File: config.mk
export PLATFORM = sky130hd
export DESIGN_NAME = instr_encoder
export DESIGN_NICKNAME = d
export VERILOG_FILES = /design/src/rtl/instr_encoder.sv
export SDC_FILE = /design/constraint.sdc
export NUM_CORES = 1
export LEC_CHECK = 0
export ABC_AREA = 1
export ABC_CLOCK_PERIOD_IN_PS = 3200
export CORE_UTILIZATION = 50
export CTS_BUF_LIST = sky130_fd_sc_hd__clkbuf_2 sky130_fd_sc_hd__clkbuf_4 sky130_fd_sc_hd__clkbuf_8
export DETAILED_ROUTE_END_ITERATION = 8
export PLACE_DENSITY = 0.8
export SLEW_MARGIN = 20
export SYNTH_ARGS = -nofsm -noshare
export SYNTH_HDL_FRONTEND = slang
export SYNTH_SLANG_ARGS = --single-unit
File: constraint.sdc
create_clock -name clk -period 3.2 [get_ports clk]
set_input_delay 0.48 -clock clk [delete_from_list [all_inputs] [get_ports clk]]
set_output_delay 0.48 -clock clk [all_outputs]
set_load 0.05 [all_outputs]
File: src/rtl/instr_encoder.sv
// Instruction encoder: packs per-format field bundles into a 32-bit word,
// flags immediates that do not fit their field, and buffers results in a
// 2-entry FIFO with valid/ready handshakes on both sides.
module instr_encoder #(
  parameter logic CHECK_IMM = 1'b1
) (
  input  logic        clk,
  input  logic        rst_n,
  input  logic        in_valid,
  output logic        in_ready,
  input  logic [7:0]  opcode,
  input  logic [2:0]  instr_type,
  input  logic [3:0]  rde,
  input  logic [3:0]  rs1,
  input  logic [3:0]  rs2,
  input  logic [3:0]  func,
  input  logic [23:0] imm,
  output logic        out_valid,
  input  logic        out_ready,
  output logic [31:0] out_word,
  output logic        out_err,
  output logic [7:0]  err_count
);

  localparam logic [2:0] FMT_R = 3'b000;
  localparam logic [2:0] FMT_M = 3'b001;
  localparam logic [2:0] FMT_F = 3'b010;
  localparam logic [2:0] FMT_B = 3'b011;
  localparam logic [2:0] FMT_J = 3'b100;

  logic [31:0] enc_word;
  logic        enc_err;
  logic        range_ok;
  logic        fmt_ok;

  logic [1:0]  count_q, count_d;
  logic        wr_ptr_q, wr_ptr_d;
  logic        rd_ptr_q, rd_ptr_d;
  logic [7:0]  err_count_q, err_count_d;
  logic [32:0] mem_q [2];
  logic [32:0] mem_d [2];

  logic push;
  logic pop;

  // Reset holds in_ready high; otherwise ready only depends on the registered fill level.
  assign in_ready  = !rst_n || (count_q != 2'd2);
  assign out_valid = (count_q != 2'd0);
  assign out_word  = mem_q[rd_ptr_q][31:0];
  assign out_err   = mem_q[rd_ptr_q][32];
  assign err_count = err_count_q;

  assign push = in_valid && in_ready && rst_n;
  assign pop  = out_valid && out_ready;

  // Encode the bundle and decide whether the immediate fits the selected field as a signed value.
  always_comb begin
    enc_word = {24'h0, opcode};
    range_ok = 1'b1;
    fmt_ok   = 1'b1;
    case (instr_type)
      FMT_R: begin
        enc_word[31:8] = {imm[7:0], func, rs2, rs1, rde};
        range_ok       = (&imm[23:7]) || (~|imm[23:7]);
      end
      FMT_M: begin
        enc_word[31:8] = {imm[11:0], func, rs1, rde};
        range_ok       = (&imm[23:11]) || (~|imm[23:11]);
      end
      FMT_F: begin
        enc_word[31:8] = {imm[15:0], func, rde};
        range_ok       = (&imm[23:15]) || (~|imm[23:15]);
      end
      FMT_B: begin
        enc_word[31:8] = {imm[19:0], func};
        range_ok       = (&imm[23:19]) || (~|imm[23:19]);
      end
      FMT_J: begin
        enc_word[31:8] = imm;
      end
      default: begin
        fmt_ok = 1'b0;
      end
    endcase
    enc_err = CHECK_IMM && (!fmt_ok || !range_ok);
  end

  // Compute next FIFO contents, pointers, fill level and the saturating error counter.
  always_comb begin
    mem_d       = mem_q;
    wr_ptr_d    = wr_ptr_q;
    rd_ptr_d    = rd_ptr_q;
    count_d     = count_q;
    err_count_d = err_count_q;
    if (push) begin
      mem_d[wr_ptr_q] = {enc_err, enc_word};
      wr_ptr_d        = ~wr_ptr_q;
      if (enc_err && (err_count_q != 8'hFF)) begin
        err_count_d = err_count_q + 8'd1;
      end
    end
    if (pop) begin
      rd_ptr_d = ~rd_ptr_q;
    end
    case ({push, pop})
      2'b10:   count_d = count_q + 2'd1;
      2'b01:   count_d = count_q - 2'd1;
      default: count_d = count_q;
    endcase
  end

  // Control state register; reset discards any queued words.
  always_ff @(posedge clk) begin
    if (!rst_n) begin
      count_q     <= 2'd0;
      wr_ptr_q    <= 1'b0;
      rd_ptr_q    <= 1'b0;
      err_count_q <= 8'd0;
    end else begin
      count_q     <= count_d;
      wr_ptr_q    <= wr_ptr_d;
      rd_ptr_q    <= rd_ptr_d;
      err_count_q <= err_count_d;
    end
  end

  // FIFO storage needs no reset since out_valid masks stale entries.
  always_ff @(posedge clk) begin
    mem_q <= mem_d;
  end

endmodule

==> flow_metrics.tcl <==
set metrics [dict create \
    pre_cts_ws_ns 0.356 \
    synthToLayoutAreaGrowth_pct 30.6 \
    dieArea_sq_um 8040 \
    critPathKind "in2reg" \
    end_kind "flip-flop" \
    diodes 0 \
    maxCapViolCount 0 \
    slew_headroom_pct 44.4 \
    portBuffers 97 \
    cts.sinks 78 \
    ctsHoldBuffers 0 \
    insertion_delay_ns 0.35 \
    synth_edf_count 66 \
    async_flop_share_pct 0 \
    worstHoldStart "err_count[1]" \
    fin_nets 578 \
    finalSetupViolCount 0 \
    drive_above_1_share_pct 12.7 \
    regToRegSetupSlack_ns 1.40 \
    fp.dieH_microns 89.7 \
    clock_path_buffers 2 \
    routed_wl_microns 9500 \
    path_clk_slew_ns 0.08 \
    cellPowerDensity_nw_per_um2 507 \
    ir_drop_mv 0.210 \
    finClkSkew_ns 0.0129 \
    final_core_utilization_pct 68.4 \
    cts_tree "yes" \
    antenna_found_initial 0 \
    fin_ws_ns 0.621 \
    ant_nets 0 \
    syn_inst 422 \
    fin_crit_ns 2.58 \
    vias 3411 \
    fin_tns_setup_ns 0 \
    drt_iter0_drc 212 \
    vias_per_cell 5.46 \
    startpoint "instr_type[0]" \
    die_w_microns 89.7 \
    io_pins 98 \
    r2r_start "count_q[0]" \
    fill_cells 564 \
    synth_area_sq_um 3840 \
    gp_congestion 1.00 \
    fp-row-count 31 \
    start_util_pct 52.4 \
    ys_seq_area_share_pct 57.9 \
    grt.overflow.total 0 \
    synth_ff_type "edfxtp_1" \
    crit_path_start_kind "primary input" \
    placed_cells 609 \
    worst-path-max-fanout 13 \
    synth_cell_types 31 \
    drv_slew 0 \
    crit_end "mem_q[18]" \
    syn_area_per_cell_sq_um 9.10 \
    routedWlPerCell_microns 15.2 \
    post_cts_buffers 0 \
    finalHoldViolations 0 \
    worstPathRequired_ns 3.36 \
    arrival_ns 2.74 \
    core-area_sq_um 7330 \
    synth_fp_nets 479 \
    fin_crit_sh_pct 80.6 \
    rsz0062_at_grt "false" \
    grt_max_degree 34 \
    grt_pass1_wl_microns 14400 \
    r2r-end "mem_q[64]" \
    status "finished, final reports clean" \
    final_cells 625 \
    root_buffer "clkbuf_8" \
    tightest_slew_ns 0.831 \
    yosys_warnings 0 \
    drc_errors 0 \
    ys_ff_latch 78 \
    dp_hpwl_microns 6910 \
    fmax_ghz 0.388 \
    first_global_vias 3038 \
    h-tree-depth 3 \
    leakage_nw 2.06 \
    worst_hold_path_type "reg2reg" \
    cts_buffers 9 \
    cts_resized 0 \
    reg2reg_depth 5 \
    firstDrtPassIters 7 \
    track_usage_pct 24.6 \
]
-- cell families after synthesis --
logic type,Yosys count,synth area share (%)
simple gates,218,22.9
flops,78,57.9
compound gates,68,11.9
buf+inv,50,5.31
xor+xnor,6,1.37
fa+ha+maj,2,0.651
-- through the flow --
step                hold slack [ns]  cell area (sq um)  power, mW
finish                        0.508               5020       2.54
global route                  0.530               5020       2.65
CTS                           0.508               5020       2.55
detailed placement            0.496               4840       1.90
global placement              0.481               4840       1.89
floorplan                     0.459               3840       1.64
-- critical path, stage by stage --
cell and delay (ns):
clkdlybuf4s50_1 0.47, nor2_1 0.15, inv_1 0.08, nor2_1 0.64, inv_1 0.43, o21ai_0 0.26, a221oi_1 0.07, o21ai_0 0.15
-- cell usage in the layout (no fill, tap or decap), drive strengths merged --
| cell type | count |
|---|---|
| a221oi | 11 |
| clkinv | 2 |
| edfxtp | 66 |
| a21oi | 16 |
| xor2 | 4 |
| nand2 | 168 |
| clkbuf | 9 |
| clkdlybuf4s50 | 64 |
| ha | 2 |
| nand4 | 2 |
| o21ai | 17 |
| xnor2 | 2 |
| nor2 | 25 |
| buf | 39 |
| nand3 | 22 |
| a221o | 3 |
| dfxtp | 12 |
| inv | 39 |
| o221ai | 5 |
| clkinvlp | 1 |
| a22oi | 2 |
| nor3 | 1 |
| a31oi | 1 |
| o211ai | 1 |
| o22ai | 11 |
| a32o | 1 |
-- layer usage --
metal / track usage, % / routed length, microns
met1: 31.6 / 4030
met2: 42.2 / 4680
met3: 3.75 / 653
met4: 9.09 / 129
met5: 0 / 0
-- power breakdown --
part           internal, mW  switching (mW)  leakage [nW]  total [mW]
registers              1.16          0.0146         0.710        1.17
logic                 0.222           0.484          1.26       0.706
clock network         0.289           0.378        0.0914       0.667
-- cells in the mapped netlist, drive strengths merged, types with 3 or more instances --
cell type | instances | area share (%)
nand2 | 168 | 17
edfxtp | 66 | 52
inv | 34 | 3.3
nor2 | 25 | 2.6
nand3 | 22 | 3.3
o21ai | 17 | 2.2
a21oi | 16 | 2.1
dfxtp | 12 | 6.3
a221oi | 11 | 2.5
o22ai | 11 | 1.8
clkbuf | 9 | 0.88
buf | 6 | 1.0
o221ai | 5 | 1.1
xor2 | 4 | 0.91
a221o | 3 | 0.78
-- worst min path at each step --
stage / to / cells past startpoint
5_1_grt: err_count[1] / 2
3_5_place_dp: err_count[1] / 2
6_report: err_count[1] / 2
3_3_place_gp: err_count[1] / 2
4_1_cts: err_count[1] / 2
2_1_floorplan: wr_ptr_q / 2
-- flip-flops by register name, indices dropped and copies added, names as in the netlist --
signal / cells
count_q: 2
err_count: 8
mem_q: 66
rd_ptr_q: 1
wr_ptr_q: 1
-- cell type report --
cell class | instances | area [sq um] | share of cell area [%]
sequential | 78 | 2220 | 44.3
multi-input combinational | 294 | 1430 | 28.5
timing repair buffer | 103 | 933 | 18.6
inverter | 35 | 131 | 2.62
clock buffer | 9 | 124 | 2.47
tap | 99 | 124 | 2.47
clock inverter | 7 | 52.6 | 1.05
Note: power is estimated with default switching activity, not from simulation.
